### config.mk
export PLATFORM = sky130hd
export DESIGN_NAME = mist1032sa_cdc_handshake_tx
export DESIGN_NICKNAME = d
export VERILOG_FILES = /design/src/rtl/mist1032sa_cdc_handshake_tx.sv
export SDC_FILE = /design/constraint.sdc
export NUM_CORES = 1
export LEC_CHECK = 0
export ABC_AREA = 1
export CORE_MARGIN = 3
export CORE_UTILIZATION = 36
export DETAILED_ROUTE_END_ITERATION = 6
export GPL_TIMING_DRIVEN = 0
export HOLD_SLACK_MARGIN = 0.05
export PLACE_DENSITY = 0.62
export SLEW_MARGIN = 20
export SYNTH_ARGS = -nofsm -noshare
export SYNTH_HDL_FRONTEND = slang
export SYNTH_SLANG_ARGS = --single-unit
export TNS_END_PERCENT = 50
### constraint.sdc
create_clock -name iCLOCK -period 2.07 [get_ports iCLOCK]
set_clock_uncertainty 0.05 [all_clocks]
set_input_delay 0.414 -clock iCLOCK [delete_from_list [all_inputs] [get_ports iCLOCK]]
set_output_delay 0.414 -clock iCLOCK [all_outputs]
set_load 0.1 [all_outputs]
### src/rtl/mist1032sa_cdc_handshake_tx.sv
// Source side of a 4-phase req/ack clock-domain crossing: holds one word on the
// crossing bus, raises a level request and sequences it against a synchronized ack.
module mist1032sa_cdc_handshake_tx #(
  parameter int N       = 32,
  parameter int TIMEOUT = 1023
) (
  input  logic         iCLOCK,
  input  logic         iRESET_SYNC,
  input  logic         iSEND_VALID,
  output logic         oSEND_READY,
  input  logic [N-1:0] iSEND_DATA,
  output logic         oSEND_DONE,
  output logic         oSEND_ERROR,
  output logic         oCDC_REQ,
  output logic [N-1:0] oCDC_DATA,
  input  logic         iCDC_ACK
);

  typedef enum logic [1:0] {
    IDLE     = 2'd0,
    REQ_HIGH = 2'd1,
    REQ_LOW  = 2'd2
  } state_t;

  localparam logic [15:0] LP_TIMEOUT    = 16'(TIMEOUT);
  localparam bit          LP_TIMEOUT_EN = (TIMEOUT != 0);

  state_t       r_state, w_state_next;
  logic         r_ack_s0, r_ack_s1;
  logic [15:0]  r_timer, w_timer_next, w_timer_inc;
  logic         r_aborted, w_aborted_next;
  logic         r_req, w_req_next;
  logic [N-1:0] r_data, w_data_next;
  logic         r_done, w_done_next;
  logic         r_error, w_error_next;
  logic         w_timeout;

  assign w_timer_inc = (r_timer == 16'hFFFF) ? r_timer : r_timer + 16'd1;
  assign w_timeout   = LP_TIMEOUT_EN && (r_timer == LP_TIMEOUT);

  // The ack arrives from another clock domain, so only the second flop is ever used.
  always_ff @(posedge iCLOCK) begin
    if (iRESET_SYNC) begin
      r_ack_s0 <= 1'b0;
      r_ack_s1 <= 1'b0;
    end else begin
      r_ack_s0 <= iCDC_ACK;
      r_ack_s1 <= r_ack_s0;
    end
  end

  always_ff @(posedge iCLOCK) begin
    if (iRESET_SYNC) begin
      r_state   <= IDLE;
      r_timer   <= 16'd0;
      r_aborted <= 1'b0;
      r_req     <= 1'b0;
      r_data    <= '0;
      r_done    <= 1'b0;
      r_error   <= 1'b0;
    end else begin
      r_state   <= w_state_next;
      r_timer   <= w_timer_next;
      r_aborted <= w_aborted_next;
      r_req     <= w_req_next;
      r_data    <= w_data_next;
      r_done    <= w_done_next;
      r_error   <= w_error_next;
    end
  end

  // An ack seen in the same cycle as the timeout wins, so a late but valid
  // handshake is never reported as an abort.
  always_comb begin
    w_state_next   = r_state;
    w_timer_next   = 16'd0;
    w_aborted_next = r_aborted;
    w_req_next     = r_req;
    w_data_next    = r_data;
    w_done_next    = 1'b0;
    w_error_next   = 1'b0;
    unique case (r_state)
      IDLE: begin
        if (iSEND_VALID) begin
          w_data_next  = iSEND_DATA;
          w_req_next   = 1'b1;
          w_state_next = REQ_HIGH;
        end
      end
      REQ_HIGH: begin
        w_timer_next = w_timer_inc;
        if (r_ack_s1) begin
          w_req_next     = 1'b0;
          w_timer_next   = 16'd0;
          w_aborted_next = 1'b0;
          w_state_next   = REQ_LOW;
        end else if (w_timeout) begin
          w_req_next     = 1'b0;
          w_timer_next   = 16'd0;
          w_aborted_next = 1'b1;
          w_state_next   = REQ_LOW;
        end
      end
      REQ_LOW: begin
        w_timer_next = w_timer_inc;
        if (!r_ack_s1) begin
          w_timer_next = 16'd0;
          w_done_next  = !r_aborted;
          w_error_next = r_aborted;
          w_state_next = IDLE;
        end else if (w_timeout) begin
          w_timer_next = 16'd0;
          w_error_next = 1'b1;
          w_state_next = IDLE;
        end
      end
      default: begin
        w_state_next = IDLE;
      end
    endcase
  end

  assign oSEND_READY = (r_state == IDLE);
  assign oSEND_DONE  = r_done;
  assign oSEND_ERROR = r_error;
  assign oCDC_REQ    = r_req;
  assign oCDC_DATA   = r_data;

endmodule
Yosys cells after proc, flatten, opt, wreduce, memory -nomap -nowiden
Index checks and enable logic that the tools add are counted.

Add/subtract/negate cells: 1. Div/mod/pow operators: 0. Multiplexer cells: 19. Reduce and logical (&&, ||, !) cells: 10. $mul: 0. Magnitude comparators: 0. Equal/unequal tests: 7. Bitwise logic cells: 1. Shifts and indexed selects: 0.

Operator list (number): $mux 16 (4); $pmux 16 s2 (1); $add 16x1->16 const B (1); $eq 16x10->1 const B (1); $eq 16x16->1 const B (1); $mux 2 (5); $mux 1 (7); $ne 3x3->1 const B (2); $pmux 2 s3 (1); $reduce_and 3->1 (2); $reduce_and 2->1 (2); $reduce_bool 2->1 (2); $reduce_or 3->1 (1); $eq 2x1->1 const B (1); $eq 2x2->1 const B (1); $logic_not 2->1 (1); $ne 2x2->1 const B (1); $pmux 1 s2 (1); $reduce_or 2->1 (1); $logic_not 1->1 (1); $not 1->1 (1).

Bits in latches: 0. Logic and storage cells: 47. Output and inout port bits: 36. Memory bits (read-only): 0. Input port bits: 36. Bits in writable memories: 0. Register bits after elaboration: 56. Memories: 0.

Depth between registers and ports, before layout
Gate-level depths: netlist of the first run.

Word-level depth: 5. Gate-level depth with buffers: 11. Mapped depth without buffers: 11.

Worst setup path before layout of the first run
OpenSTA, ideal clock, no wires.

Path kind: register to register. Start: register r_state[0]. End: register r_data[0], in the netlist oCDC_DATA[0]. Setup slack: -0.152 ns. Data required time: 1.955 ns. Stages on the path, launching flop included: 8. Arrival: 2.107 ns. Cells stage by stage: dfxtp_1 > inv_1 > ha_1 > nand2_1 > inv_1 > buf_1 > nor2_1 > nor2_1.

Cells in the longest elaborated chain, start to end: 2.

Ends and longest elaborated chain: from (decl) (RTL line 28) `state_t r_state, w_state_next;`; from (signal assigned) (RTL line 62) `r_state <= w_state_next;`; $logic_not 2->1; named net oSEND_READY (RTL line 10) `output logic oSEND_READY,`; $reduce_and 2->1 (no line); to (signal assigned) (RTL line 66) `r_data <= w_data_next;`; to (decl) (RTL line 33) `logic [N-1:0] r_data, w_data_next;`.

The timed path passes the listed nets, and every way through them passes these cells. A chain may end at the register's enable or synchronous reset.

Worst setup path after layout of the first run
Start: register r_req, in the netlist oCDC_REQ. End: output port oCDC_REQ.

RTL lines: from (decl) (RTL line 32) `logic r_req, w_req_next;`; from (signal assigned) (RTL line 65) `r_req <= w_req_next;`; to (decl) (RTL line 14) `output logic oCDC_REQ,`.

No word-level cell between the ends.

==> results.toml, run 1 <==
[clock_network]
clkSinkCount = 56
insertion_delay_ns = 0.31
h-tree-depth = 2
cts.reportedPaths.clkPinSlew_ns = 0.10
cts_buffer_depth = 2
post-cts-setup-buffers = 0
numCtsBuffers = 5
cts-root-buf = "clkbuf_8"
cts_tree = "yes"
cts_hold_buffers = 0

[sta]
finalHoldViolCount = 0
fmax_mhz = 497
finalWorstSetupSlack_ns = 0.0567
finalMaxSlewViolations = 0
max_slew.worst_pin.slew_ns = 0.988
fin_crit_ns = 2.01
tns_ns = 0
setup_viol = 0
rsz0062_at_grt = "no"
finalCritPeriodShare = 0.973
max_slew_margin = 0.344

[critical_path]
reg2reg_depth = 9
worst_ep_arrival_time_ns = 1.55
crit_chain = "dlygate4sd2_1"
r2r-end = "r_timer[3]$_SDFF_PP0_"
crit_type = "register to output port"
worstReg2RegStart = "r_timer[0]$_SDFF_PP0_"
crit_path_max_fanout = 3
start_kind = "register"
critPathRequiredTime_ns = 1.61
worst_path_dominant_cell_family = "buffers and inverters"
critPathBufInv = 1
cpMaxStageDelayCell = "dlygate4sd2_1"
r2r_slack_ns = 0.35
cp-end-kind = "output port"
cpPeakStageDelay_ns = 0.88

[placement]
dp_slack_ns = -0.159
place_inst = 461
place_area_um2 = 3170
post-dp-hpwl_um = 4050
place.gp.congestion = 0.811
io_buffers = 71

[finish]
finalNetCount = 433
multi_input_area_um2 = 1100
antenna_cells = 0
final_cell_mix = "102 x nor2_1, 56 x dfxtp_1, 35 x o21ai_0, 35 x clkdlybuf4s50_1, 34 x dlygate4sd2_1"
regArea_um2 = 1120
final_common_cell = "nor2_1"
layout-drive-gt1-share = 0.0838
fill_cells = 612
synthToLayoutAreaGrowth_pct = 37.8
layoutNonFillerInstCount = 469
postLayoutCellArea_um2 = 3250

[route]
vias = 2126
finalWirelength_um = 5330
detail_route.iter0.violations = 69
drc = 0
vias_per_cell = 4.53
ant_nets = 0
first_pass_iters = 4
wl_per_cell_um = 11.4

[power_and_ir_drop]
power.leakage_nw = 1.49
ir_worst_vdd_mv = 0.475
finalPower_mw = 3.31
p_per_area_nw_per_um2 = 1020

[floorplan]
core_area_um2 = 6130
initial_core_util = 0.385
rows = 28
die_area_um2 = 7570
pin_count = 72
die_h_um = 87.0
die_w_um = 87.0

[worst_hold_path]
hp-start = "r_ack_s0$_SDFF_PP0_"
min_to = "r_ack_s1$_SDFF_PP0_"
min_path_cells = 2
min_path_type = "register to register"

[synth]
synth_top_area_share = 0.475
synth.distinct_cells = 29
seq_area_frac_synth = 0.475
synth_top_area_cell = "dfxtp_1"
yosysWarnings = 0
synth_nets = 355
syn-mean-instance-area_um2 = 7.50
syn_area_um2 = 2360
synth_seq_cells = 56
synthCells = 315
ys_top_cells_by_area = "dfxtp_1 47%, nor2_1 16%, o21ai_0 7.4%"

[global_route]
grt_util_all_layers = 0.143
grt_antenna_before_repair = 0
grt_overflow = 0
grt_first_pass_wirelength_um = 8680
grt_max_degree = 17
grt_pass1_vias = 1947

[outcome]
status = "finished, final reports clean"

[job]
maxCapViolations = 0
synth_stat cells:
master	count
a211oi_1	1
a21oi_1	5
a31oi_1	1
and2_2	1
buf_1	4
buf_6	1
clkbuf_1	5
dfxtp_1	56
ha_1	4
inv_1	21
inv_2	4
nand2_1	32
nand2_2	7
nand2_4	2
nand3_1	10
nand3_2	1
nand4_1	4
nor2_1	102
nor2_2	3
nor2_4	2
nor2_8	1
nor3_1	1
nor3_4	1
o211ai_1	1
o21a_1	1
o21ai_0	35
o21bai_1	1
xnor2_1	2
xor2_1	6
layer usage:
metal	track usage	routed length [um]	vias to the layer above
met5	0	0	-
met4	0.0552	63	0
met3	0.0643	549	8
met2	0.218	2260	56
met1	0.176	2450	919
li1	-	-	1143
area by class of cell:
class                      count  area share
sequential                    56       0.345
inverter                      25      0.0288
timing repair buffer          71       0.206
clock buffer                   7      0.0296
clock inverter                 1     0.00923
tap                           75      0.0288
multi-input combinational    224       0.339
buffer                        10      0.0138
state kept, by name (all words and copies together), names as in the netlist:
name and cells:
r_aborted 1, oCDC_DATA 32, oSEND_DONE 1, r_ack_s1 1
r_state 2, r_ack_s0 1, oCDC_REQ 1, r_timer 16
oSEND_ERROR 1
worst register-to-register path, cell delays in order (launching register included):
cell     delay [ns]
dfxtp_1        0.38
ha_1           0.19
nand3_1        0.12
nor2_1         0.20
nand2_2        0.12
nand2_2        0.14
nand2_1        0.08
nand2_2        0.13
buf_6          0.16
nor2_1         0.05
cell families (layout without fill, tap and decap cells):
logic type	after synthesis	in the layout	share of synthesized area
AOI/OAI and AO/OA	45	45	0.100
adders and majority gates	4	4	0.0212
DFF	56	56	0.475
and+or+nand+nor	167	167	0.315
xor gates and xnor gates	8	8	0.0297
buffers and inverters	35	114	0.0588
metrics by stage:
stage,hold slack [ns],util
after floorplan,0.338,-
after global placement,0.345,0.517
after detailed placement,0.351,0.517
after CTS,0.363,0.530
after global routing,0.382,0.531
final,0.352,0.531
worst max-delay path by stage:
stage                            startpoint                         to  slack (ns)  depth (start not counted)
finish                oCDC_REQ$_SDFFE_PP0P_                   oCDC_REQ        0.06                          1
global route          oCDC_REQ$_SDFFE_PP0P_                   oCDC_REQ        0.01                          1
CTS                   oCDC_REQ$_SDFFE_PP0P_                   oCDC_REQ        0.04                          1
detailed placement  r_state[0]$_SDFFE_PP0P_                oSEND_READY       -0.16                          3
global placement    r_state[0]$_SDFFE_PP0P_                oSEND_READY       -0.15                          3
floorplan           r_state[0]$_SDFFE_PP0P_  oCDC_DATA[0]$_SDFFE_PP0P_        0.21                          7
power by group:
group	internal [mW]	switching [mW]	total, mW	leakage, nW
Combinational	0.265	1.02	1.29	0.964
Sequential	1.19	0.0527	1.24	0.460
Clock	0.427	0.351	0.778	0.0645
repair_timing:
| item | 4_1_cts | 5_1_grt |
|---|---|---|
| gates resized for setup | 38 | 1 |
| hold endpoints to repair | 0 | 0 |
| endpoints found under the setup margin | 36 | 1 |
Note: power is estimated with default switching activity, not from simulation.
==> run 2: changes to the inputs <==
--- a/config.mk
+++ b/config.mk
@@ -8,6 +8,7 @@
 export ABC_AREA = 1
 export CORE_MARGIN = 3
 export CORE_UTILIZATION = 36
+export CTS_BUF_LIST = sky130_fd_sc_hd__clkbuf_4
 export DETAILED_ROUTE_END_ITERATION = 6
 export GPL_TIMING_DRIVEN = 0
 export HOLD_SLACK_MARGIN = 0.05
==> run 2 against run 1 <==
Compared with the run above:
- cell count unchanged
- clock-buffer cell count decreased by 2
- sequential power about the same
- total power down 6.2%
- via count decreased by 0.28%
- critical path type unchanged
- first-iteration DRC count decreased by 38%
- hold slack better by 0.012 ns
- non-clock buffer count stayed put
==> results.toml, run 2 (synthesis gave the netlist of run 1 again) <==
[outcome]
status = "finished, final reports clean"

[global_route]
grt_util_all_layers = 0.144
grt_first_pass_wirelength_um = 8760
grt_max_degree = 17
grt_overflow = 0
grt_antenna_before_repair = 0
grt_pass1_vias = 1948

[clock_network]
numCtsBuffers = 5
cts_buffer_depth = 2
cts_tree = "yes"
post-cts-setup-buffers = 0
insertion_delay_ns = 0.37
cts_hold_buffers = 0
clkSinkCount = 56
h-tree-depth = 2
cts-root-buf = "clkbuf_4"
cts.reportedPaths.clkPinSlew_ns = 0.15

[power_and_ir_drop]
p_per_area_nw_per_um2 = 998
power.leakage_nw = 1.37
switching_share = 0.457
power_frac_seq = 0.401
power.switching_mw = 1.42
clock_power_share = 0.189
power.internal_mw = 1.68
finalPower_mw = 3.10
ir_worst_vdd_mv = 0.471
p_comb_frac = 0.410

[finish]
synthToLayoutAreaGrowth_pct = 31.7
antenna_cells = 0
final_cell_mix = "102 x nor2_1, 56 x dfxtp_1, 35 x o21ai_0, 35 x clkdlybuf4s50_1, 32 x nand2_1"
final_common_cell = "nor2_1"
largest_register_ffs = 32
regArea_um2 = 1120
fill_cells = 616
layoutNonFillerInstCount = 469
layout-drive-gt1-share = 0.162
multi_input_area_um2 = 1100
postLayoutCellArea_um2 = 3110
finalNetCount = 433

[route]
ant_nets = 0
first_pass_iters = 4
wl_per_cell_um = 11.3
vias_per_cell = 4.52
detail_route.iter0.violations = 43
vias = 2120
drc = 0
finalWirelength_um = 5310

[critical_path]
worst_path_dominant_cell_family = "buffers and inverters"
r2r_slack_ns = 0.36
r2r-end = "r_timer[3]$_SDFF_PP0_"
worstReg2RegStart = "r_timer[0]$_SDFF_PP0_"
reg2reg_depth = 9
critPathRequiredTime_ns = 1.61
crit_chain = "dlygate4sd2_1"
critPathBufInv = 1
crit_path_max_fanout = 1
worst_ep_arrival_time_ns = 1.54
crit_type = "register to output port"
start_kind = "register"
cpPeakStageDelay_ns = 0.84
cpMaxStageDelayCell = "dlygate4sd2_1"
cp-end-kind = "output port"

[placement]
dp_slack_ns = -0.159
place_inst = 461
place.gp.congestion = 0.811
place_area_um2 = 3170
post-dp-hpwl_um = 4050
io_buffers = 71

[floorplan]
die_area_um2 = 7570
die_h_um = 87.0
initial_core_util = 0.385
rows = 28
pin_count = 72
die_w_um = 87.0
core_area_um2 = 6130

[sta]
rsz0062_at_grt = "no"
finalHoldViolCount = 0
max_slew.worst_pin.slew_ns = 0.949
max_slew_margin = 0.370
finalMaxSlewViolations = 0
finalWorstSetupSlack_ns = 0.0654
fin_crit_ns = 2.00
finalCritPeriodShare = 0.968
setup_viol = 0
fmax_mhz = 499

[worst_hold_path]
min_path_cells = 2
hp-start = "r_ack_s0$_SDFF_PP0_"
min_to = "r_ack_s1$_SDFF_PP0_"
min_path_type = "register to register"

[job]
maxCapViolations = 0
run 2: changes by cell type in the layout (fill, tap and decap cells not counted), sizes merged:
cell,change
clkbuf,+25
clkinv,+2
dlygate4sd2,-33
clkdlybuf4s15,+5
buf,+1
run 2: routing by layer:
metal / global-route usage / vias up / wire, um
li1: - / 1144 / -
met1: 0.175 / 917 / 2420
met2: 0.222 / 57 / 2320
met3: 0.0738 / 2 / 540
met4: 0.0425 / 0 / 30
met5: 0 / - / 0
run 2: worst max path at each step:
stage,start,endpoint,slack [ns],depth (start not counted)
2_1_floorplan,r_state[0]$_SDFFE_PP0P_,oCDC_DATA[0]$_SDFFE_PP0P_,0.21,7
3_3_place_gp,r_state[0]$_SDFFE_PP0P_,oSEND_READY,-0.15,3
3_5_place_dp,r_state[0]$_SDFFE_PP0P_,oSEND_READY,-0.16,3
4_1_cts,oCDC_DATA[26]$_SDFFE_PP0P_,oCDC_DATA[26],0.001,1
5_1_grt,oSEND_DONE$_SDFF_PP0_,oSEND_DONE,0.006,1
6_report,oSEND_DONE$_SDFF_PP0_,oSEND_DONE,0.07,1
run 2: power by group through the flow:
stage	Combinational (mW)	Clock (mW)	Sequential, mW
2_1_floorplan	0.309	0	1.98
3_3_place_gp	1.37	0	1.26
3_5_place_dp	1.37	0	1.27
4_1_cts	1.32	0.610	1.25
5_1_grt	1.35	0.643	1.26
6_report	1.27	0.587	1.24
run 2: timing repair:
item	in CTS	in global routing
resized for setup	76	31
endpoints found under the hold margin	0	0
setup endpoints to repair	36	29
run 2: area by class of cell:
class,count,area share
plain buffers,10,0.0145
clock buffers,5,0.0121
clock inverters,3,0.0121
inverters,25,0.0302
multi-input cells,224,0.355
flip-flops and latches,56,0.361
well taps,75,0.0302
repair buffers,71,0.186
run 2: stage by stage:
stage	util	hold slack (ns)	TNS, ns
detailed placement	0.517	0.351	-0.159
global route	0.507	0.389	0
CTS	0.529	0.368	0
floorplan	-	0.338	0
global placement	0.517	0.345	-0.151
finish	0.507	0.364	0
run 2: worst min-delay path, delay by kind of cell (launching register included):
| family | cells | cell delay (ns) |
|---|---|---|
| buffers and inverters | 1 | 0.04 |
| flip-flops | 1 | 0.33 |
| AND/OR/NAND/NOR | 1 | 0.03 |
==> run 3: changes to the inputs <==
--- a/config.mk
+++ b/config.mk
@@ -5,14 +5,14 @@
 export SDC_FILE = /design/constraint.sdc
 export NUM_CORES = 1
 export LEC_CHECK = 0
-export ABC_AREA = 1
 export CORE_MARGIN = 3
 export CORE_UTILIZATION = 36
 export CTS_BUF_LIST = sky130_fd_sc_hd__clkbuf_4
+export CTS_CLUSTER_DIAMETER = 50
 export DETAILED_ROUTE_END_ITERATION = 6
 export GPL_TIMING_DRIVEN = 0
 export HOLD_SLACK_MARGIN = 0.05
-export PLACE_DENSITY = 0.62
+export PLACE_DENSITY = 0.63
 export SLEW_MARGIN = 20
 export SYNTH_ARGS = -nofsm -noshare
 export SYNTH_HDL_FRONTEND = slang
==> run 3 against run 2 <==
Compared with the run above:
- cell count is 8.3% lower
- core utilization decreased by 0.15 points
- area after synthesis fell by 3.6%
- non-clock buffer count rose by 5
- combinational power is 37% lower
- setup slack got worse by 0.0056 ns
- critical path depth stayed put
==> results.toml, run 3 <==
[global_route]
grt_first_pass_wirelength_um = 8600
grt_util_all_layers = 0.143
grt_overflow = 0
grt_antenna_before_repair = 0
grt_max_degree = 18
grt_pass1_vias = 1881

[critical_path]
crit_path_max_fanout = 2
worstReg2RegStart = "r_timer[0]$_SDFF_PP0_"
r2r-end = "r_state[1]$_SDFFE_PP0P_"
critPathBufInv = 1
cpPeakStageDelay_ns = 0.82
cpMaxStageDelayCell = "clkdlybuf4s15_1"
critPathRequiredTime_ns = 1.61
cp-end-kind = "output port"
r2r_slack_ns = 0.13
start_kind = "register"
reg2reg_depth = 7
crit_chain = "clkdlybuf4s15_1"
worst_path_dominant_cell_family = "buffers and inverters"
worst_ep_arrival_time_ns = 1.55
crit_type = "register to output port"

[route]
vias_per_cell = 4.87
ant_nets = 0
vias = 2092
first_pass_iters = 4
detail_route.iter0.violations = 77
drc = 0
finalWirelength_um = 5240
wl_per_cell_um = 12.2

[sta]
finalWorstSetupSlack_ns = 0.0598
rsz0062_at_grt = "no"
fin_crit_ns = 2.01
finalHoldViolCount = 0
max_slew.worst_pin.slew_ns = 0.958
max_slew_margin = 0.364
finalMaxSlewViolations = 0
finalCritPeriodShare = 0.971
fmax_mhz = 497
tns_ns = 0
setup_viol = 0
whs_ns = 0.390

[clock_network]
h-tree-depth = 2
insertion_delay_ns = 0.37
numCtsBuffers = 5
clkSinkCount = 56
cts.reportedPaths.clkPinSlew_ns = 0.16
cts_tree = "yes"
cts_buffer_depth = 2
cts-root-buf = "clkbuf_4"

[worst_hold_path]
min_path_type = "register to register"
hp-start = "r_aborted$_SDFFE_PP0P_"
min_to = "oSEND_DONE$_SDFF_PP0_"
min_path_cells = 1

[floorplan]
core_area_um2 = 6030
rows = 28
die_h_um = 85.5
die_area_um2 = 7310
pin_count = 72
die_w_um = 85.5
initial_core_util = 0.378

[finish]
final_cell_mix = "69 x nand2_1, 56 x dfxtp_1, 42 x a21oi_1"
utilization = 0.506
antenna_cells = 0
synthToLayoutAreaGrowth_pct = 33.9
finalNetCount = 394
final_common_cell = "nand2_1"
layout-drive-gt1-share = 0.141
largest_register_ffs = 32

[placement]
dp_slack_ns = -0.195
post-dp-hpwl_um = 3870
io_buffers = 71
place.gp.congestion = 0.785

[power_and_ir_drop]
clock_power_share = 0.229
p_per_area_nw_per_um2 = 842
power.internal_mw = 1.57
power_frac_seq = 0.459
p_comb_frac = 0.313
power.switching_mw = 0.992
finalPower_mw = 2.57
switching_share = 0.387
power.leakage_nw = 1.18
ir_worst_vdd_mv = 0.385

[synth]
synthCells = 275
seq_area_frac_synth = 0.493
synth_top_area_share = 0.493
synth-edff-count = 0
async_flop_share = 0
synth_top_cells_by_count = "70 x nand2_1, 56 x dfxtp_1, 42 x a21oi_1"
synth_nets = 315
syn_area_um2 = 2280
synth_seq_cells = 56
yosysWarnings = 0
synth_most_common_cell = "nand2_1"
ys_top_cells_by_area = "dfxtp_1 49%, nand2_1 12%, a21oi_1 9.2%"
synth.distinct_cells = 40
syn-mean-instance-area_um2 = 8.28
yosys_most_used_dff = "dfxtp_1"
synth_top_area_cell = "dfxtp_1"

[job]
maxCapViolations = 0

[outcome]
status = "finished, final reports clean"
[run 3: cell types whose count changed after synthesis, moves of 4 or more]
cell | previous run | this run
nor2_1 | 102 | 17
nand2_1 | 32 | 70
a21oi_1 | 5 | 42
o21ai_0 | 35 | 3
inv_1 | 21 | 8
nand2_2 | 7 | 0
nand3_1 | 10 | 3
xor2_1 | 6 | 1
inv_2 | 4 | 0
mux2i_1 | 0 | 4
nor2b_1 | 0 | 4
nor3_1 | 1 | 5
nor4_1 | 0 | 4
[run 3: layout make-up]
class                      count  area (um^2)
tap                           75         93.8
fill                         601         2980
clock buffer                   5         37.5
multi-input combinational    197         1090
inverter                       8         30.0
clock inverter                 3         42.5
buffer                        14         60.1
sequential                    56         1120
timing repair buffer          72          574
[run 3: how the worst max path moves through the flow]
stage,startpoint,end,slack (ns),cells past startpoint
3_5_place_dp,r_state[0]$_SDFFE_PP0P_,oSEND_READY,-0.19,3
6_report,oCDC_DATA[4]$_SDFFE_PP0P_,oCDC_DATA[4],0.06,1
2_1_floorplan,r_state[1]$_SDFFE_PP0P_,oCDC_DATA[0]$_SDFFE_PP0P_,0.18,7
3_3_place_gp,r_state[1]$_SDFFE_PP0P_,oSEND_READY,-0.17,3
5_1_grt,oSEND_ERROR$_SDFF_PP0_,oSEND_ERROR,0.002,1
4_1_cts,r_timer[0]$_SDFF_PP0_,r_state[1]$_SDFFE_PP0P_,-0.01,6
[run 3: routing by layer]
layer	up-vias	GRT usage	routed length (um)	part of all wire
li1	1100	-	-	-
met1	932	0.188	2530	0.48
met2	54	0.232	2340	0.45
met3	6	0.0375	323	0.062
met4	0	0.0403	44	0.0084
met5	-	0	0	0
[run 3: logic make-up (layout without fill, tap and decap cells)]
family,count (synthesis),in the layout,synth area share
and+or+nand+nor,127,127,0.270
muxes,5,5,0.0225
xor gates and xnor gates,4,4,0.0154
adders and majority gates,4,4,0.0220
DFF,56,56,0.493
AOI/OAI and AO/OA,57,57,0.139
buffers and inverters,22,102,0.0379
[run 3: what timing repair did]
action,CTS,global route
endpoints found under the setup margin,46,51
setup buffers,0,1
cloned,0,0
pin swaps,1,1
hold buffers,0,0
gates resized for setup,63,47
[run 3: through the flow]
step | instances | instance area (um^2)
after CTS | 429 | 3150
after floorplan | 275 | 2280
after global placement | 421 | 3080
after detailed placement | 421 | 3080
final | 430 | 3050
after global routing | 430 | 3050
[run 3: power by group through the flow]
stage | Combinational (mW) | Sequential, mW | Clock, mW
6_report | 0.803 | 1.18 | 0.586
2_1_floorplan | 0.211 | 1.61 | 0
3_3_place_gp | 0.857 | 1.20 | 0
5_1_grt | 0.847 | 1.19 | 0.655
4_1_cts | 0.827 | 1.18 | 0.612
3_5_place_dp | 0.860 | 1.20 | 0
